===== src/rtl/minmax_tree.sv =====
// minmax_tree: pipelined N-channel min/max comparator tree
// with winner index and a peak-hold register on the result stream.
module minmax_tree #(
  parameter  int WIDTH  = 8,
  parameter  int N_CH   = 3,
  parameter  int SIGNED = 0,
  localparam int LVL    = $clog2(N_CH),
  localparam int IW     = (LVL < 1) ? 1 : LVL
) (
  input  logic                  clk,
  input  logic                  rst_n,
  input  logic                  in_valid,
  input  logic                  mode,
  input  logic [N_CH*WIDTH-1:0] din,
  output logic                  out_valid,
  output logic [WIDTH-1:0]      dout,
  output logic [IW-1:0]         dout_idx,
  input  logic                  pk_clr,
  output logic                  pk_valid,
  output logic [WIDTH-1:0]      pk_val,
  output logic [IW-1:0]         pk_idx
);

  function automatic int ncnt(input int l);
    return (N_CH + (1 << l) - 1) >> l;
  endfunction

  function automatic logic lt(
    input logic [WIDTH-1:0] a,
    input logic [WIDTH-1:0] b
  );
    if (SIGNED != 0) return $signed(a) < $signed(b);
    return a < b;
  endfunction

  // Level 0 is the raw input; levels 1..LVL are registered.
  for (genvar l = 0; l <= LVL; l++) begin : lv
    localparam int CNT = ncnt(l);
    logic vld;
    logic md;

    for (genvar j = 0; j < CNT; j++) begin : nd
      logic [WIDTH-1:0] v;
      logic [IW-1:0]    i;

      if (l == 0) begin : g_src
        assign v = din[j*WIDTH +: WIDTH];
        assign i = IW'(j);
      end else if (2*j+1 < ncnt(l-1)) begin : g_cmp
        logic [WIDTH-1:0] av;
        logic [WIDTH-1:0] bv;
        logic [IW-1:0]    ai;
        logic [IW-1:0]    bi;
        logic             b_win;

        assign av = lv[l-1].nd[2*j].v;
        assign bv = lv[l-1].nd[2*j+1].v;
        assign ai = lv[l-1].nd[2*j].i;
        assign bi = lv[l-1].nd[2*j+1].i;
        // right node wins only when strictly better
        assign b_win = lv[l-1].md ? lt(av, bv)
                                  : lt(bv, av);

        always_ff @(posedge clk or negedge rst_n) begin
          if (!rst_n) begin
            v <= '0;
            i <= '0;
          end else if (lv[l-1].vld) begin
            v <= b_win ? bv : av;
            i <= b_win ? bi : ai;
          end
        end
      end else begin : g_pass
        always_ff @(posedge clk or negedge rst_n) begin
          if (!rst_n) begin
            v <= '0;
            i <= '0;
          end else if (lv[l-1].vld) begin
            v <= lv[l-1].nd[2*j].v;
            i <= lv[l-1].nd[2*j].i;
          end
        end
      end
    end

    if (l == 0) begin : g_vsrc
      assign vld = in_valid;
      assign md  = mode;
    end else begin : g_vreg
      always_ff @(posedge clk or negedge rst_n) begin
        if (!rst_n) begin
          vld <= 1'b0;
          md  <= 1'b0;
        end else begin
          vld <= lv[l-1].vld;
          if (lv[l-1].vld) md <= lv[l-1].md;
        end
      end
    end
  end

  logic res_md;
  logic pk_better;

  assign out_valid = lv[LVL].vld;
  assign dout      = lv[LVL].nd[0].v;
  assign dout_idx  = lv[LVL].nd[0].i;
  assign res_md    = lv[LVL].md;
  assign pk_better = res_md ? lt(pk_val, dout)
                            : lt(dout, pk_val);

  always_ff @(posedge clk or negedge rst_n) begin
    if (!rst_n) begin
      pk_valid <= 1'b0;
      pk_val   <= '0;
      pk_idx   <= '0;
    end else if (out_valid) begin
      pk_valid <= 1'b1;
      if (!pk_valid || pk_clr || pk_better) begin
        pk_val <= dout;
        pk_idx <= dout_idx;
      end
    end else if (pk_clr) begin
      pk_valid <= 1'b0;
    end
  end

endmodule


===== config.mk =====
export PLATFORM = sky130hd
export DESIGN_NAME = minmax_tree
export DESIGN_NICKNAME = d
export VERILOG_FILES = /design/src/rtl/minmax_tree.sv
export SDC_FILE = /design/constraint.sdc
export NUM_CORES = 1
export LEC_CHECK = 0
export BUFFER_PORTS_ARGS = -buffer_cell sky130_fd_sc_hd__buf_4
export CORE_MARGIN = 4
export CORE_UTILIZATION = 49
export CTS_CLUSTER_DIAMETER = 200
export DETAILED_ROUTE_END_ITERATION = 10
export GPL_ROUTABILITY_DRIVEN = 0
export GPL_TIMING_DRIVEN = 0
export PLACE_DENSITY_LB_ADDON = 0.25
export SLEW_MARGIN = 20
export SYNTH_ARGS = -nofsm -noshare
export SYNTH_HDL_FRONTEND = slang
export SYNTH_SLANG_ARGS = --single-unit

===== constraint.sdc =====
create_clock -name clk -period 2.3 [get_ports clk]
set_input_delay 0.46 -clock clk [delete_from_list [all_inputs] [get_ports clk]]
set_output_delay 0.46 -clock clk [all_outputs]
set_load 0.02 [all_outputs]

==> results.py <==
metrics = {
    "detailed_routing": {
        "drt-initial-drc-count": 111,
        "drc": 0,
        "viasPerCell": 5.22,
        "vias": 1927,
        "routed_wl_um": 5030,
        "avgRoutedWirePerCell_um": 13.6,
        "antenna_left": 0,
        "dr.pass1.iters": 4,
    },
    "global_route": {
        "antenna_found_initial": 0,
        "grt_pass1_wl_um": 8290,
        "overflow": 0,
        "first_global_vias": 1825,
        "grt_start_max_net_pins": 44,
        "grt.total_usage_pct": 16.6,
    },
    "worst_setup_path": {
        "crit_type": "flop to flop",
        "crit_required_ns": 2.48,
        "arrival_ns": 2.50,
        "cp_max_fo": 6,
        "endpoint_kind": "flop",
        "cp-start-kind": "flop",
    },
    "final_layout": {
        "layout-drive-gt1-share_pct": 33.4,
        "syn_to_final_growth_pct": 27.3,
        "finalCoreUtilization_pct": 64.4,
        "stdcell_count": 369,
        "multi_input_area_um2": 1260,
        "fin_nets": 354,
        "layout_common_cells": "buf_4, dfrtp_1, inv_1",
        "fillerInstances": 405,
        "seqCellArea_um2": 1080,
        "diodes": 0,
        "final_common_cell": "buf_4",
    },
    "run_status": {
        "failed_checks": "setup timing",
        "status": "finished, violations left",
    },
    "hold_path": {
        "hp-class": "input port to async pin",
    },
    "timing": {
        "fin_crit_sh_pct": 101,
        "rsz0062_at_grt": "yes",
        "timing_hold_violations_final": 0,
        "setup-tns-final_ns": -0.0528,
        "fin_crit_ns": 2.32,
        "holdWs_ns": 0.142,
        "slew_violations": 0,
        "fin_ws_ns": -0.0218,
        "relSlewSlack_pct": 63.6,
        "timing.fmax_mhz": 431,
        "setup_viol": 5,
        "tightest_slew_ns": 0.546,
        "clock_skew_ns": 0.00544,
    },
    "die": {
        "initial_core_util_pct": 50.6,
        "die_w_um": 78.1,
        "coreArea_um2": 4750,
        "ios": 51,
        "die_area_um2": 6100,
        "num_rows": 25,
        "die_h_um": 78.1,
    },
    "logic_synthesis": {
        "synthAdderAreaFrac_pct": 12.5,
        "synth_cell_types": 26,
        "netlist_area_um2": 2410,
        "syn_inst": 239,
        "yosysWarnings": 0,
        "synth_top_area_share_pct": 44.7,
        "synth_mux_area_share_pct": 8.89,
        "synthesis.area_per_instance_um2": 10.1,
        "syn-num-nets": 292,
        "synth_top_cell_by_area": "dfrtp_1",
        "synth_area_leaders": "dfrtp_1, ha_1, mux2_2",
        "synth_seq_area_share_pct": 44.7,
        "synth_xor_area_share_pct": 0,
        "yosys_register_bits": 43,
        "synth_compound_area_share_pct": 20.6,
        "synth_top_family_by_area": "compound AO/OA/AOI/OAI gates",
        "yosys.area_share.simple_pct": 7.74,
    },
    "power_and_ir_drop": {
        "leakage_nw": 1.46,
        "powerDensity_nw_per_um2": 916,
        "power_switching_mw": 1.05,
        "combPwrFrac_pct": 44.9,
        "pwr-share-seq_pct": 38.7,
        "ir_worst_vdd_v": 0.000338,
        "p_int_mw": 1.76,
        "clockPowerShare_pct": 16.4,
        "swShare_pct": 37.4,
    },
    "clocking": {
        "clk_path_buf_depth": 2,
        "numCtsBuffers": 5,
        "path_clk_slew_ns": 0.08,
        "htree_num_levels": 2,
        "clkLatencyLatePin_ns": 0.29,
        "cts_hold_buffers": 0,
        "clock-root-buffer": "clkbuf_8",
        "clock-sinks": 43,
        "cts_tree": "done",
    },
    "placement": {
        "dp_cells": 356,
        "dp_hpwl_um": 3700,
        "io_buffer_count": 50,
    },
    "run": {
        "maxCapViolCount": 0,
    },
}
## metal layers
metal / global-route usage, % / vias up / routed length, um
met1: 21.2 / 889 / 2240
met5: 0 / - / 0
met2: 28.1 / 56 / 2420
li1: - / 976 / -
met4: 4.72 / 0 / 70
met3: 4.01 / 6 / 293
## state kept, by name, indices dropped and copies added (netlist names)
name	cells
lv.nd.i	2
lv.nd.v	16
pk_valid	1
dout	8
out_valid	1
lv.md	2
pk_val	8
pk_idx	2
lv.vld	1
dout_idx	2
## metrics by stage
step	setup slack (ns)	area (um2)	total power, mW
after floorplan	-0.0726	2430	1.81
after global placement	-0.228	2890	2.19
after detailed placement	-0.252	2890	2.22
after CTS	-0.0271	2990	2.70
after global routing	-0.108	3060	3.02
final	-0.0218	3060	2.81
## worst max-delay path, stage by stage (launching register included)
cell and delay (ns):
dfrtp_2 0.43, ha_4 0.24, nor2b_4 0.12, o211ai_1 0.20, a21oi_2 0.10, o221a_4 0.23
o41ai_4 0.33, buf_4 0.22, mux2_2 0.35
## synth_stat cells
master / n
dfrtp_1: 43
a21oi_1: 28
inv_1: 28
ha_1: 24
o21ai_0: 22
mux2_2: 19
nor2_1: 19
a31oi_1: 8
o31a_1: 8
clkbuf_1: 7
nand2_1: 6
nand4_1: 6
nor2b_1: 4
a21o_1: 3
o211ai_1: 3
a22oi_1: 1
a31o_2: 1
and2_1: 1
clkinv_1: 1
nor3_1: 1
nor3b_2: 1
o21bai_1: 1
o221a_4: 1
o2bb2ai_1: 1
o41ai_4: 1
or2_2: 1
## logic make-up after synthesis
| group | Yosys count |
|---|---|
| AOI/OAI and AO/OA | 78 |
| adders and majority gates | 24 |
| buffers and inverters | 36 |
| DFF | 43 |
| muxes | 19 |
| and+or+nand+nor | 39 |
## final timing paths
| kind | to | startpoint | slack [ns] | depth (start not counted) |
|---|---|---|---|---|
| min reg2reg | out_valid | lv[1].vld | 0.44 | 0 |
| max in group asynchronous | dout[7] | rst_n | 1.78 | 1 |
| max reg2reg | pk_val[4] | dout[1] | -0.02 | 8 |
| min in group clk | lv[1].vld | in_valid | 0.29 | 1 |
| max | pk_val[4] | dout[1] | -0.02 | 8 |
| min | pk_val[2] | rst_n | 0.14 | 1 |
## area by class of cell
| cell class | instances | area share (%) |
|---|---|---|
| tap | 67 | 2.74 |
| inverter | 29 | 3.55 |
| clock inverter | 3 | 0.490 |
| buffer | 6 | 0.776 |
| clock buffer | 5 | 2.25 |
| sequential | 43 | 35.3 |
| multi-input combinational | 160 | 41.2 |
| timing repair buffer | 56 | 13.7 |
## power by group through the flow
stage          clock, mW  combinational [mW]  sequential (mW)
5_1_grt            0.506                1.39             1.12
3_5_place_dp           0                1.13             1.10
6_report           0.460                1.26             1.09
4_1_cts            0.466                1.16             1.08
2_1_floorplan          0               0.578             1.23
3_3_place_gp           0                1.10             1.09
## what timing repair did
item | CTS | global route
buffers inserted | 3 | 3
resized for setup | 1 | 12
pin swaps | 1 | 1
endpoints found under the setup margin | 10 | 19
(Power assumes the default switching activity.)
